`src/rtl/snake_pkg.sv`:
```
// Shared definitions for the snake plot scheduler: FSM states, direction codes,
// block geometry and fixed colours.
package snake_pkg;

    typedef enum logic [2:0] {
        ST_IDLE  = 3'd0,
        ST_ERASE = 3'd1,
        ST_MOVE  = 3'd2,
        ST_DRAW  = 3'd3,
        ST_FOOD  = 3'd4
    } state_t;

    localparam logic [1:0] DIR_RIGHT = 2'b00;
    localparam logic [1:0] DIR_LEFT  = 2'b01;
    localparam logic [1:0] DIR_UP    = 2'b10;
    localparam logic [1:0] DIR_DOWN  = 2'b11;

    localparam int BLOCK = 4;

    localparam logic [2:0] BLACK = 3'b000;
    localparam logic [2:0] FOOD  = 3'b100;

    // Opposite directions share the axis bit and differ in the sense bit.
    function automatic logic [1:0] opposite(input logic [1:0] d);
        return {d[1], ~d[0]};
    endfunction

endpackage

```
`src/rtl/plot_scheduler_if.sv`:
```
// Signal bundle between the snake game logic / VGA adapter and plot_scheduler.
interface plot_scheduler_if;
    logic       tick;
    logic [1:0] dir;
    logic [2:0] snake_colour;
    logic       food_req;
    logic [7:0] food_x;
    logic [6:0] food_y;
    logic [7:0] x_out;
    logic [6:0] y_out;
    logic [2:0] c_out;
    logic       plot;
    logic [7:0] head_x;
    logic [6:0] head_y;
    logic       food_ack;
    logic       busy;
    logic       overrun;

    modport master (
        output tick, dir, snake_colour, food_req, food_x, food_y,
        input  x_out, y_out, c_out, plot, head_x, head_y, food_ack, busy, overrun
    );

    modport slave (
        input  tick, dir, snake_colour, food_req, food_x, food_y,
        output x_out, y_out, c_out, plot, head_x, head_y, food_ack, busy, overrun
    );
endinterface

```
`src/rtl/block_painter.sv`:
```
// Paints one 4x4 block: while start is held, emits one pixel per cycle for
// k = 0..15 and raises done on the last pixel.
module block_painter (
    input  logic       clk,
    input  logic       rst_n,
    input  logic       start,
    input  logic [7:0] org_x,
    input  logic [6:0] org_y,
    input  logic [2:0] colour,
    output logic [7:0] x_out,
    output logic [6:0] y_out,
    output logic [2:0] c_out,
    output logic       plot,
    output logic       done
);
    logic [3:0] k_q, k_d;

    // k wraps to 0 after 15, so back-to-back blocks need no extra clear cycle.
    always_comb begin
        k_d   = start ? k_q + 4'd1 : 4'd0;
        plot  = start;
        done  = start && (k_q == 4'd15);
        x_out = '0;
        y_out = '0;
        c_out = '0;
        if (start) begin
            x_out = org_x + {6'd0, k_q[1:0]};
            y_out = org_y + {5'd0, k_q[3:2]};
            c_out = colour;
        end
    end

    always_ff @(posedge clk or negedge rst_n) begin
        if (!rst_n) k_q <= '0;
        else        k_q <= k_d;
    end
endmodule

```
`src/rtl/plot_scheduler.sv`:
```
// Sequences erase / move / draw of the snake head block and food block paints
// onto a single VGA pixel-write port.
module plot_scheduler
    import snake_pkg::*;
#(
    parameter int X_MAX   = 160,
    parameter int Y_MAX   = 120,
    parameter int START_X = 76,
    parameter int START_Y = 56
) (
    input  logic            clk,
    input  logic            resetn,
    plot_scheduler_if.slave bus
);
    localparam logic [7:0] X_LAST = 8'(X_MAX - BLOCK);
    localparam logic [6:0] Y_LAST = 7'(Y_MAX - BLOCK);
    localparam logic [7:0] STEP_X = 8'(BLOCK);
    localparam logic [6:0] STEP_Y = 7'(BLOCK);

    state_t     state_q, state_d;
    logic       pending_q, pending_d;
    logic [1:0] cur_dir_q, cur_dir_d, next_dir;
    logic [7:0] head_x_q, head_x_d, food_ox_q, food_ox_d, food_al_x;
    logic [6:0] head_y_q, head_y_d, food_oy_q, food_oy_d, food_al_y;
    logic [2:0] colour_q, colour_d;
    logic       busy, food_ack, overrun;
    logic       paint_start, paint_done;
    logic [7:0] org_x;
    logic [6:0] org_y;
    logic [2:0] paint_colour;

    always_comb begin
        state_d      = state_q;
        pending_d    = pending_q;
        cur_dir_d    = cur_dir_q;
        head_x_d     = head_x_q;
        head_y_d     = head_y_q;
        colour_d     = colour_q;
        food_ox_d    = food_ox_q;
        food_oy_d    = food_oy_q;
        next_dir     = cur_dir_q;
        paint_start  = 1'b0;
        org_x        = head_x_q;
        org_y        = head_y_q;
        paint_colour = BLACK;
        food_ack     = 1'b0;
        overrun      = 1'b0;
        busy         = (state_q != ST_IDLE);
        food_al_x    = bus.food_x & ~8'd3;
        food_al_y    = bus.food_y & ~7'd3;

        // Ticks while busy queue one deep; anything beyond that is dropped.
        if (busy && bus.tick) begin
            if (pending_q) overrun   = 1'b1;
            else           pending_d = 1'b1;
        end

        case (state_q)
            ST_IDLE: begin
                if (bus.tick || pending_q) begin
                    state_d   = ST_ERASE;
                    pending_d = 1'b0;
                end else if (bus.food_req) begin
                    state_d   = ST_FOOD;
                    food_ox_d = (food_al_x > X_LAST) ? X_LAST : food_al_x;
                    food_oy_d = (food_al_y > Y_LAST) ? Y_LAST : food_al_y;
                end
            end
            ST_ERASE: begin
                paint_start = 1'b1;
                if (paint_done) state_d = ST_MOVE;
            end
            ST_MOVE: begin
                if (bus.dir != opposite(cur_dir_q)) next_dir = bus.dir;
                cur_dir_d = next_dir;
                colour_d  = bus.snake_colour;
                case (next_dir)
                    DIR_RIGHT: head_x_d = (head_x_q >= X_LAST) ? 8'd0 : head_x_q + STEP_X;
                    DIR_LEFT:  head_x_d = (head_x_q == 8'd0) ? X_LAST : head_x_q - STEP_X;
                    DIR_UP:    head_y_d = (head_y_q == 7'd0) ? Y_LAST : head_y_q - STEP_Y;
                    default:   head_y_d = (head_y_q >= Y_LAST) ? 7'd0 : head_y_q + STEP_Y;
                endcase
                state_d = ST_DRAW;
            end
            ST_DRAW: begin
                paint_start  = 1'b1;
                paint_colour = colour_q;
                if (paint_done) state_d = ST_IDLE;
            end
            ST_FOOD: begin
                paint_start  = 1'b1;
                org_x        = food_ox_q;
                org_y        = food_oy_q;
                paint_colour = FOOD;
                if (paint_done) begin
                    food_ack = 1'b1;
                    state_d  = ST_IDLE;
                end
            end
            default: state_d = ST_IDLE;
        endcase
    end

    always_ff @(posedge clk or negedge resetn) begin
        if (!resetn) begin
            state_q   <= ST_IDLE;
            pending_q <= 1'b0;
            cur_dir_q <= DIR_RIGHT;
            head_x_q  <= 8'(START_X);
            head_y_q  <= 7'(START_Y);
        end else begin
            state_q   <= state_d;
            pending_q <= pending_d;
            cur_dir_q <= cur_dir_d;
            head_x_q  <= head_x_d;
            head_y_q  <= head_y_d;
        end
    end

    // Pure data latches; only read in states that are entered after they load.
    always_ff @(posedge clk) begin
        colour_q  <= colour_d;
        food_ox_q <= food_ox_d;
        food_oy_q <= food_oy_d;
    end

    block_painter u_painter (
        .clk    (clk),
        .rst_n  (resetn),
        .start  (paint_start),
        .org_x  (org_x),
        .org_y  (org_y),
        .colour (paint_colour),
        .x_out  (bus.x_out),
        .y_out  (bus.y_out),
        .c_out  (bus.c_out),
        .plot   (bus.plot),
        .done   (paint_done)
    );

    assign bus.head_x   = head_x_q;
    assign bus.head_y   = head_y_q;
    assign bus.busy     = busy;
    assign bus.food_ack = food_ack;
    assign bus.overrun  = overrun;
endmodule

```
`src/flat_wrapper.sv`:
```
// flat-port wrapper written by rule: the top's interface ports become plain ports
module plot_scheduler_flat import snake_pkg::*;
#(
    parameter int X_MAX   = 160,
    parameter int Y_MAX   = 120,
    parameter int START_X = 76,
    parameter int START_Y = 56
)
  (clk, resetn, bus_tick, bus_dir, bus_snake_colour, bus_food_req, bus_food_x, bus_food_y, bus_x_out, bus_y_out, bus_c_out, bus_plot, bus_head_x, bus_head_y, bus_food_ack, bus_busy, bus_overrun);
  plot_scheduler_if bus_i ();
  input  logic clk;
  input  logic resetn;
  input wire logic [$bits(bus_i.tick)-1:0] bus_tick;
  input wire logic [$bits(bus_i.dir)-1:0] bus_dir;
  input wire logic [$bits(bus_i.snake_colour)-1:0] bus_snake_colour;
  input wire logic [$bits(bus_i.food_req)-1:0] bus_food_req;
  input wire logic [$bits(bus_i.food_x)-1:0] bus_food_x;
  input wire logic [$bits(bus_i.food_y)-1:0] bus_food_y;
  output wire logic [$bits(bus_i.x_out)-1:0] bus_x_out;
  output wire logic [$bits(bus_i.y_out)-1:0] bus_y_out;
  output wire logic [$bits(bus_i.c_out)-1:0] bus_c_out;
  output wire logic [$bits(bus_i.plot)-1:0] bus_plot;
  output wire logic [$bits(bus_i.head_x)-1:0] bus_head_x;
  output wire logic [$bits(bus_i.head_y)-1:0] bus_head_y;
  output wire logic [$bits(bus_i.food_ack)-1:0] bus_food_ack;
  output wire logic [$bits(bus_i.busy)-1:0] bus_busy;
  output wire logic [$bits(bus_i.overrun)-1:0] bus_overrun;
  assign bus_i.tick = bus_tick;
  assign bus_i.dir = bus_dir;
  assign bus_i.snake_colour = bus_snake_colour;
  assign bus_i.food_req = bus_food_req;
  assign bus_i.food_x = bus_food_x;
  assign bus_i.food_y = bus_food_y;
  assign bus_x_out = bus_i.x_out;
  assign bus_y_out = bus_i.y_out;
  assign bus_c_out = bus_i.c_out;
  assign bus_plot = bus_i.plot;
  assign bus_head_x = bus_i.head_x;
  assign bus_head_y = bus_i.head_y;
  assign bus_food_ack = bus_i.food_ack;
  assign bus_busy = bus_i.busy;
  assign bus_overrun = bus_i.overrun;
  plot_scheduler #(.X_MAX(X_MAX), .Y_MAX(Y_MAX), .START_X(START_X), .START_Y(START_Y)) u_core (.clk(clk), .resetn(resetn), .bus(bus_i));
endmodule
```
`config.mk`:
```
export PLATFORM = sky130hd
export DESIGN_NAME = plot_scheduler_flat
export DESIGN_NICKNAME = d
export VERILOG_FILES = /design/src/rtl/snake_pkg.sv /design/src/rtl/plot_scheduler_if.sv /design/src/rtl/block_painter.sv /design/src/rtl/plot_scheduler.sv /design/src/flat_wrapper.sv
export SDC_FILE = /design/constraint.sdc
export NUM_CORES = 1
export LEC_CHECK = 0
export BUFFER_PORTS_ARGS = -buffer_cell sky130_fd_sc_hd__buf_2
export CORE_AREA = 2 2 70 85
export CTS_CLUSTER_SIZE = 14
export DETAILED_ROUTE_END_ITERATION = 16
export DIE_AREA = 0 0 72 87
export GPL_TIMING_DRIVEN = 0
export PLACE_DENSITY = 0.85
export REMOVE_ABC_BUFFERS = 1
export SKIP_LAST_GASP = 1
export SLEW_MARGIN = 20
export SYNTH_ARGS = -nofsm -noshare
export SYNTH_HDL_FRONTEND = slang
export SYNTH_SLANG_ARGS = --single-unit
export TNS_END_PERCENT = 20
```
`constraint.sdc`:
```
create_clock -name clk -period 1.7 [get_ports clk]
set_clock_uncertainty 0.05 [all_clocks]
set_input_delay 0 -clock clk [delete_from_list [all_inputs] [get_ports clk]]
set_output_delay 0 -clock clk [all_outputs]
set_load 0.05 [all_outputs]
```
==> impl_results.md, run 1 <==
* Status: finished with violations
* Failing checks: negative setup slack
* Die Area at 6264 sq um
* Leakage at 0.001537 uW
* Iter 0 DRT Violations at 192
* Synthesis warning total at 0
* DRC at 0
* Floorplan row count at 30
* WL/cell at 16.87 microns
* Via-to-Cell Ratio at 5.649
* Antenna violations before repair at 0
* Global-route wire length before repair at 10.78 mm
* Seq cells post-synth at 35
* Clk slew on worst S/H paths at 0.07 ns
* CTS tree: built
* Largest area contributor in the netlist: edfxtp_1
* Pwr Density at 1635 nW/um^2
* Setup WS post-layout at -0.3521 ns
* Final ANT Viol Nets at 0
* RSZ-0062 raised after global routing: true
* CP max stage delay at 0.46 ns
* Max-cap violation count at 0
* Worst R2R Path Depth at 6
* DP HPWL at 4.138 mm
* Final period util at 1.207
* Data required, critical path at 1.65 ns
* Most frequent CP cell: buf_6
* FFs w/ async S/R, synth at 0.6000
* Cell area after layout at 3552 sq um
* Placed Area at 2803 sq um
* Startpoint types: flop
* Port bufs at 52
* Die width at 72 microns
* Critical path cell sequence: nor3b_4 > buf_6 > buf_6 > mux2i_2 > xor2_1 > nor2_2 > buf_6
* Hold path start: bus_food_y[3]
* WS Path Type: reg -> out
* Most frequent cells in the layout: buf_2, nor2_1, buf_4, nand3_1, nand2_1
* Cts bufs inserted at 5
* Final GP Congestion at 0.8466
* # IOs at 61
* DR pass1 iterations at 4
* Top cell type's share of synthesized area at 0.1637
* F_max at 0.4873 GHz
* Final wirelength at 7.505 mm
* Layout cells sized above 1 at 0.3570
* Mapped cell area at 2569 sq um
* Number of global-route vias before repair at 2289
* Initial core utilization at 0.4655
* Hold Crit Class: in -> reg
* Htree depth at 2
* Clk sinks at 35
* Final hold vios at 0
* Fin crit period at 2.052 ns
* Pins Over Slew Limit at 0
* R2r setup slk at -0.11 ns
* Worst slew margin at 0.6442
* Max clock buf depth at 2
* Post-synth EDFFs at 14
* Synth cell types at 56
* Most common cell after layout, fill and taps aside: buf_2
* Data arrival time of the worst path at 2.00 ns
* Final Setup Violations at 23
* Sequential area share after synthesis at 0.3712
* Area delta synth->final at 38.29%
* Worst Max-Slew Pin Slew at 0.5337 ns
* Total core area at 5518 sq um
* R2R Path End: u_core.bus.head_x[6]
* CP max stage cell: dfrtp_2
* Mean post-synth cell area at 8.767 sq um
* Largest net degree at the start of global routing at 22
* DR vias at 2514
* Max IR drop VDD at 1.380 mV
* Nets@finish at 418
* Most area-consuming cells after synthesis: edfxtp_1, dfrtp_1, ha_1, dfstp_2, nor2_1
* Clock insertion delay at the later pin of the skew report at 0.29 ns
* WHS Path Cells at 3
* Cells after Synth at 293
* Die H at 87 microns
* Total track usage at 0.2229
* Critical Path End Type: output port
* WHS Endpoint: u_core.food_oy_q[3]
* Root Buffer: clkbuf_8
* Crit path max fanout at 5
* Worst r2r src: u_core.bus.head_x[2]
* # diodes at 0
* Setup TNS at -4.124 ns
* Dominant synthesized flop cell: dfrtp_1
* Grt ovf at 0
==> synthesized netlist by cell type, types with 3 or more instances <==
library cell	count
nor2_1	36
nand3_1	20
o21ai_0	18
nand2_1	17
a21oi_1	16
clkbuf_1	15
dfrtp_1	15
edfxtp_1	14
ha_1	13
inv_1	13
xor2_1	12
mux2i_1	9
nor2b_1	7
nor3_1	7
xnor2_1	7
dfstp_2	6
and3_1	5
o22ai_1	5
buf_2	4
buf_4	4
nand2b_1	4
nor3b_1	4
and2_1	3
==> layout make-up <==
cell class	instances	area, sq um
Fill cell	407	1966
Multi-Input combinational cell	226	1627
Sequential cell	35	963.4
Timing Repair Buffer	99	739.5
Clock buffer	7	86.33
Tap cell	64	80.08
Inverter	13	51.30
Clock inverter	1	5.005
==> where the power goes <==
group          internal (uW)  switching (uW)  leakage (uW)
logic                   1320            2380       0.00113
registers               1120             348      0.000359
clock network            327             307     0.0000482
==> repair_timing <==
| item | CTS | global route |
|---|---|---|
| setup endpoints to repair | 46 | 43 |
| buffers inserted | 15 | 17 |
| gates resized for setup | 43 | 36 |
| gates cloned | 0 | 0 |
| pin swaps | 8 | 12 |
| hold buffers | 15 | 0 |
| hold endpoints to repair | 36 | 0 |
==> worst max-delay path by stage <==
stage | from | endpoint | slack, ns | cells after the start
after floorplan | u_core.state_q[0] | bus_x_out[2] | -0.68 | 4
after global placement | u_core.state_q[0] | bus_x_out[5] | -0.80 | 4
after detailed placement | u_core.state_q[1] | u_core.bus.head_x[6] | -0.85 | 4
after CTS | u_core.bus.head_y[2] | u_core.bus.head_y[6] | -0.22 | 7
after global routing | u_core.state_q[2] | bus_x_out[5] | -0.45 | 7
final | u_core.state_q[2] | bus_x_out[5] | -0.35 | 7
==> through the flow <==
step | utilization | setup slack, ns | cells | hold slack (ns) | power [uW]
3_5_place_dp | 0.5079 | -0.8484 | 390 | -0.05331 | 4381
3_3_place_gp | 0.5079 | -0.8043 | 390 | -0.05624 | 4325
6_report | 0.6438 | -0.3521 | 445 | 0.02146 | 5809
5_1_grt | 0.6438 | -0.4457 | 445 | 0.01287 | 6129
4_1_cts | 0.6011 | -0.2192 | 428 | 0.005849 | 5373
2_1_floorplan | - | -0.6825 | 274 | -0.3456 | 3733
==> logic make-up after synthesis <==
logic type | count (synthesis) | synth area share
AO/OA/AOI/OAI | 62 | 0.1544
multiplexers | 11 | 0.04530
AND/OR/NAND/NOR | 112 | 0.2211
flip-flops | 35 | 0.3712
adder cells (fa/ha/maj) | 14 | 0.07112
XOR/XNOR | 19 | 0.06478
other | 2 | 0.002924
buffers and inverters | 38 | 0.06917
==> flip-flops by register name, indices dropped and copies added, names as in the netlist <==
name and cells:
u_core.colour_q 3, u_core.u_painter.k_q 4, u_core.state_q 3, u_core.cur_dir_q 2
u_core.bus.head_y 5, u_core.food_ox_q 6, u_core.bus.head_x 6, u_core.food_oy_q 5
u_core.pending_q 1
==> critical path, delay by kind of cell (launching register included) <==
family,cells,cell delay [ns]
muxes,1,0.20
and+or+nand+nor,2,0.38
DFF,1,0.46
buffers and inverters,3,0.44
xor gates and xnor gates,1,0.22
==> routing by layer <==
layer,vias to the layer above,part of all wire,global-route usage
met4,0,0.029,0.08405
met2,95,0.54,0.3998
met5,-,0,0
met3,21,0.051,0.04167
li1,1183,-,-
met1,1215,0.38,0.2623
(Power assumes the default switching activity.)
==> inputs of run 2 (changes only) <==
Settings changed: CAP_MARGIN from default to 20, CORE_AREA 2 2 70 85 to 2 2 64 78, DIE_AREA 0 0 72 87 to 0 0 66 80, PLACE_DENSITY 0.85 to 0.95.
Clock period 1.7 ns to 2.55 ns, I/O delays scaled along.
==> run 2 against run 1 <==
The run now ends clean. Clock power decreased by 19%. Routed wire length decreased by 8.5%. Combinational power decreased by 45%. Critical path type unchanged. Largest cell class unchanged. Largest power group unchanged.
==> impl_results.md, run 2 (synthesis gave the netlist of run 1 again) <==
* Status: complete, no violations
* Final Setup Violations at 0 (-100%)
* Largest net degree at the start of global routing at 22 (unchanged)
* DR pass1 iterations at 5 (+1)
* Setup WS post-layout at 0.2160 ns (+0.5681 ns)
* Layout fillers at 308 (-24%)
* Grt ovf at 0 (unchanged)
* Pins Over Slew Limit at 0 (unchanged)
* Startpoint types: flop
* Number of global-route vias before repair at 2366 (+3.4%)
* Max IR drop VDD at 0.8464 mV (-39%)
* Die Area at 5280 sq um (-16%)
* Iter 0 DRT Violations at 277 (+44%)
* # IOs at 61 (unchanged)
* Final wirelength at 6.864 mm (-8.5%)
* F_max at 0.4285 GHz
* Top Layer Used: met4
* Htree depth at 2 (unchanged)
* Final ANT Viol Nets at 0 (unchanged)
* DR vias at 2488 (-1.0%)
* Final hold vios at 0 (unchanged)
* Initial core utilization at 0.5674 (+0.1019)
* Int Power at 1612 uW (-42%)
* Antenna violations before repair at 0 (unchanged)
* Most frequent cells in the layout: buf_2, nor2_1, nand3_1, o21ai_0, nand2_1
* CTS tree: built
* RSZ-0062 raised after global routing: false
* Final period util at 0.9153
* Max clock buf depth at 2 (unchanged)
* Pwr Density at 1137 nW/um^2 (-30%)
* Sequential share of power at 0.280 (+0.027)
* Switching power at 1925 uW (-37%)
* WL/cell at 16.66 microns (-1.2%)
* Worst slew margin at 0.5308 (-0.1134)
* Clk slew on worst S/H paths at 0.08 ns (about the same)
* Die width at 66 microns (-8.3%)
* # diodes at 0 (unchanged)
* Area delta synth->final at 21.14%
* Combinational Power Share at 0.574 (-0.064)
* Leakage at 0.001368 uW (-11%)
* Total track usage at 0.2778 (+0.05492)
* Total core area at 4527 sq um (-18%)
* Sw Share at 0.5442 (+0.02155)
* Layout cells sized above 1 at 0.2316 (-0.1253)
* Final core utilization at 0.6874 (+0.04363)
* Final GP Congestion at 0.8522 (+0.66%)
* Global-route wire length before repair at 11.05 mm (+2.5%)
* Via-to-Cell Ratio at 6.039 (+6.9%)
* Dpl ws at -0.2027 ns (+0.6457 ns)
* Nets@finish at 391 (-6.5%)
* Die H at 80 microns (-8.0%)
* Fin crit period at 2.334 ns
* Cts bufs inserted at 5 (unchanged)
* Most common cell after layout, fill and taps aside: buf_2
* Post-Route M1 WL at 2.501 mm (-13%)
* Metal3 WL at 505 microns (+32%)
* Critical Path End Type: output port
* Max-cap violation count at 0 (unchanged)
* Data required, critical path at 2.50 ns (+0.85 ns)
* Data arrival time of the worst path at 2.28 ns (+0.28 ns)
* Clock Power Share at 0.146 (+0.037)
* Clk sinks at 35 (unchanged)
* Min Hold Slack at 0.02001 ns (-0.001451 ns)
* WS Path Type: reg -> out
* Hold Crit Class: in -> reg
* Crit path max fanout at 9 (+4)
* Met2 routed WL at 3.596 mm (-11%)
* Worst Max-Slew Pin Slew at 0.7031 ns (+0.1694 ns)
* DP HPWL at 4.150 mm (+0.29%)
* Clock insertion delay at the later pin of the skew report at 0.30 ns (about the same)
* Port bufs at 52 (unchanged)
* Root Buffer: clkbuf_8
* Floorplan row count at 27 (-10%)
* DRC at 0 (unchanged)
==> run 2: cell types whose count changed in the layout (fill, tap and decap cells not counted), moves of 3 or more <==
| cell | delta |
|---|---|
| ha_4 | -3 |
| o21ai_0 | +5 |
| ha_1 | +4 |
| buf_6 | -13 |
| buf_4 | -24 |
| dfrtp_2 | -5 |
| nor2b_1 | +3 |
| o21ai_1 | -4 |
| dfrtp_1 | +5 |
| buf_2 | +13 |
| mux2i_1 | +3 |
==> run 2: layout make-up <==
class,count,area (sq um),share of cell area
timing repair buffer,72,447.9,0.1439
sequential,35,953.4,0.3064
tap,58,72.57,0.02332
multi-input combinational,226,1476,0.4745
inverter,13,48.80,0.01568
clock buffer,5,68.82,0.02212
clock inverter,3,43.79,0.01407
==> run 2: power by group through the flow <==
stage	Sequential (uW)	Combinational (uW)	Clock (uW)
CTS	976	1970	512
floorplan	1120	1370	0
detailed placement	981	1940	0
global route	1020	2170	548
global placement	971	1890	0
finish	991	2030	516
==> run 2: worst paths after layout <==
kind / start / to / depth (start not counted) / slack, ns
max in group asynchronous: resetn / u_core.bus.head_y[4] / 2 / 1.94
max: u_core.state_q[1] / bus_x_out[2] / 5 / 0.22
min in group asynchronous: resetn / u_core.u_painter.k_q[2] / 2 / 0.15
min: bus_food_y[3] / u_core.food_oy_q[3] / 3 / 0.02
min reg2reg: u_core.u_painter.k_q[0] / u_core.u_painter.k_q[0] / 1 / 0.47
max reg2reg: u_core.state_q[1] / u_core.bus.head_x[6] / 4 / 0.23
==> run 2: worst max-delay path, stage by stage, from the launching register on <==
cell and delay [ns]:
dfrtp_1 0.50, nor3b_4 0.42, mux2i_1 0.59, xnor2_1 0.18, nor2_1 0.05, buf_2 0.24
==> run 2: metal layers <==
layer / GRT usage / vias to the layer above
met5: 0 / -
met2: 0.4737 / 150
li1: - / 1126
met3: 0.05360 / 31
met4: 0.1531 / 0
met1: 0.3239 / 1181
==> run 2: repair_timing <==
| action | in CTS | in global routing |
|---|---|---|
| endpoints found under the hold margin | 36 | 0 |
| endpoints found under the setup margin | 18 | 3 |
| hold buffers | 15 | 0 |
| gates resized for setup | 1 | 1 |
| buffers inserted | 5 | 0 |
| pin swaps | 1 | 0 |
==> run 2: per-stage QoR <==
step	total power, uW	TNS, ns	cell area [sq um]	instances
after floorplan	2488	0	2462	274
after global placement	2860	-0.1230	2795	384
after detailed placement	2917	-0.7241	2795	384
after CTS	3456	-0.9564	3102	412
after global routing	3729	0	3112	412
final	3537	0	3112	412
==> inputs of run 3 (changes only) <==
Settings changed: CORE_AREA 2 2 64 78 to 2 2 63 77, CTS_BUF_LIST from default to sky130_fd_sc_hd__clkbuf_4 sky130_fd_sc_hd__clkbuf_8, DIE_AREA 0 0 66 80 to 0 0 65 79.
==> run 3 against run 2 <==
Flip-flop and latch count stayed put. First-iteration DRC count fell by 23%. Count of clock-buffer cells in the layout did not move. Final cell count did not move. Non-clock buffer count unchanged. Worst hold slack improved by 0.074 ns. Maximum frequency shrank 2.2%. Setup slack worse by 0.053 ns. Design area about the same. Critical path depth increased by 1. Combinational power is essentially flat. Utilization grew 1.6 points.
==> impl_results.md, run 3 (synthesis gave the netlist of run 1 again) <==
* Antenna violations before repair at 0 (unchanged)
* Floorplan row count at 27 (unchanged)
* Final ANT Viol Nets at 0 (unchanged)
* Total core area at 4425 sq um (-2.2%)
* Status: complete, no violations
* Clk sinks at 35 (unchanged)
* Htree depth at 2 (unchanged)
* DR vias at 2427 (-2.5%)
* Worst slew margin at 0.5046 (-0.02621)
* Die width at 65 microns (-1.5%)
* Max IR drop VDD at 0.8640 mV (+2.1%)
* # IOs at 61 (unchanged)
* DRC at 0 (unchanged)
* Clk slew on worst S/H paths at 0.09 ns (about the same)
* WHS Path Cells at 3 (unchanged)
* Final core utilization at 0.7037 (+0.01631)
* Final Setup Violations at 0 (unchanged)
* Max clock buf depth at 2 (unchanged)
* Final hold vios at 0 (unchanged)
* Leakage at 0.001367 uW (about the same)
* Data arrival time of the worst path at 2.34 ns (+0.06 ns)
* Total track usage at 0.2823 (+0.004470)
* Final wirelength at 6.872 mm (+0.12%)
* Hold Crit Class: in -> reg
* Number of global-route vias before repair at 2380 (+0.59%)
* Cell area after layout at 3114 sq um (about the same)
* Startpoint types: flop
* Pwr Density at 1141 nW/um^2 (+0.37%)
* CP max stage delay at 0.52 ns (-0.07 ns)
* CP max stage cell: dfrtp_1
* Die Area at 5135 sq um (-2.7%)
* CTS tree: built
* Port bufs at 52 (unchanged)
* Largest net degree at the start of global routing at 22 (unchanged)
* Crit path max fanout at 9 (unchanged)
* Layout cells sized above 1 at 0.2288 (-0.002825)
* Critical path cell sequence: nor3b_4 > buf_4 > mux2i_1 > xor2_1 > nor2_1 > buf_2
* Global-route wire length before repair at 11.03 mm (-0.12%)
* Cts bufs inserted at 5 (unchanged)
* Grt ovf at 0 (unchanged)
* Fin crit period at 2.387 ns (+0.05306 ns)
* Root Buffer: clkbuf_8
* Final period util at 0.9361 (+0.02081)
* DR pass1 iterations at 4 (-1)
* Worst Max-Slew Pin Slew at 0.7424 ns (+0.03927 ns)
* Iter 0 DRT Violations at 213 (-23%)
* Nets@finish at 391 (unchanged)
* Max-cap violation count at 0 (unchanged)
* Data required, critical path at 2.50 ns (about the same)
* Final GP Congestion at 0.8995 (+5.6%)
* F_max at 0.4189 GHz (-2.2%)
* Placed Area at 2795 sq um (unchanged)
* Pins Over Slew Limit at 0 (unchanged)
* Via-to-Cell Ratio at 5.891 (-2.5%)
* Critical Path End Type: output port
* # diodes at 0 (unchanged)
* Worst R2R Path Depth at 4 (unchanged)
* WL/cell at 16.68 microns (+0.12%)
* DP HPWL at 4.299 mm (+3.6%)
* Most frequent cells in the layout: buf_2, nor2_1, nand3_1, o21ai_0, nand2_1
* Area delta synth->final at 21.24% (about the same)
* Initial core utilization at 0.5804 (+0.01299)
* Die H at 79 microns (-1.3%)
* RSZ-0062 raised after global routing: false
* WS Path Type: reg -> out
* Clock insertion delay at the later pin of the skew report at 0.31 ns (about the same)
* Most common cell after layout, fill and taps aside: buf_2
run 3: stage by stage:
step	TNS (ns)	total power [uW]	hold slack [ns]	cells	setup WS, ns
after floorplan	0	2488	-0.3456	274	0.1675
after global placement	-0.1530	2862	-0.05882	384	-0.06567
after detailed placement	-0.6900	2928	-0.04880	384	-0.1900
after CTS	0	3482	0.01677	411	0.1107
after global routing	0	3751	0.1243	412	0.03758
final	0	3554	0.09430	412	0.1629
run 3: path summary, 6_finish.rpt:
path                                               from                       to  slack [ns]
worst min register to register  u_core.u_painter.k_q[0]  u_core.u_painter.k_q[0]        0.45
worst max-delay path                  u_core.state_q[1]             bus_x_out[6]        0.16
max in group asynchronous                        resetn     u_core.bus.head_x[6]        1.92
worst max register to register        u_core.state_q[1]     u_core.bus.head_x[6]        0.24
worst min-delay path                         bus_dir[0]      u_core.cur_dir_q[0]        0.09
min in group asynchronous                        resetn  u_core.u_painter.k_q[2]        0.15
run 3: power breakdown:
| group | total (uW) | internal (uW) | leakage [uW] | switching [uW] |
|---|---|---|---|---|
| Clock | 535 | 292 | 0.0000581 | 243 |
| Sequential | 998 | 739 | 0.000364 | 259 |
| Combinational | 2020 | 582 | 0.000945 | 1440 |
run 3: timing repair:
action                                 4_1_cts  5_1_grt
gates cloned                                 0        0
gates resized for setup                      2        1
hold buffers                                15        1
endpoints found under the hold margin       36        1
setup endpoints to repair                   18        5
buffers inserted                             4        0
pin swaps                                    1        0
run 3: routing by layer:
metal / wire [microns] / share of wire / vias up / GRT usage
li1: - / - / 1127 / -
met4: 280 / 0.041 / 0 / 0.1638
met5: 0 / 0 / - / 0
met3: 540 / 0.079 / 29 / 0.06657
met1: 2521 / 0.37 / 1145 / 0.3189
met2: 3530 / 0.51 / 126 / 0.4814
run 3: cell type report:
cell class,instances,area (sq um)
Sequential cell,35,953.4
Timing Repair Buffer,72,450.4
Fill cell,314,1311
Clock inverter,3,43.79
Inverter,13,48.80
Clock buffer,5,68.82
Multi-Input combinational cell,226,1476
Tap cell,58,72.57
run 3: critical path: cells and delay by family, from the launching register on:
kind / cells / cell delay (ns)
AND/OR/NAND/NOR: 2 / 0.46
multiplexers: 1 / 0.38
buffers and inverters: 2 / 0.47
flip-flops: 1 / 0.52
XOR/XNOR: 1 / 0.19
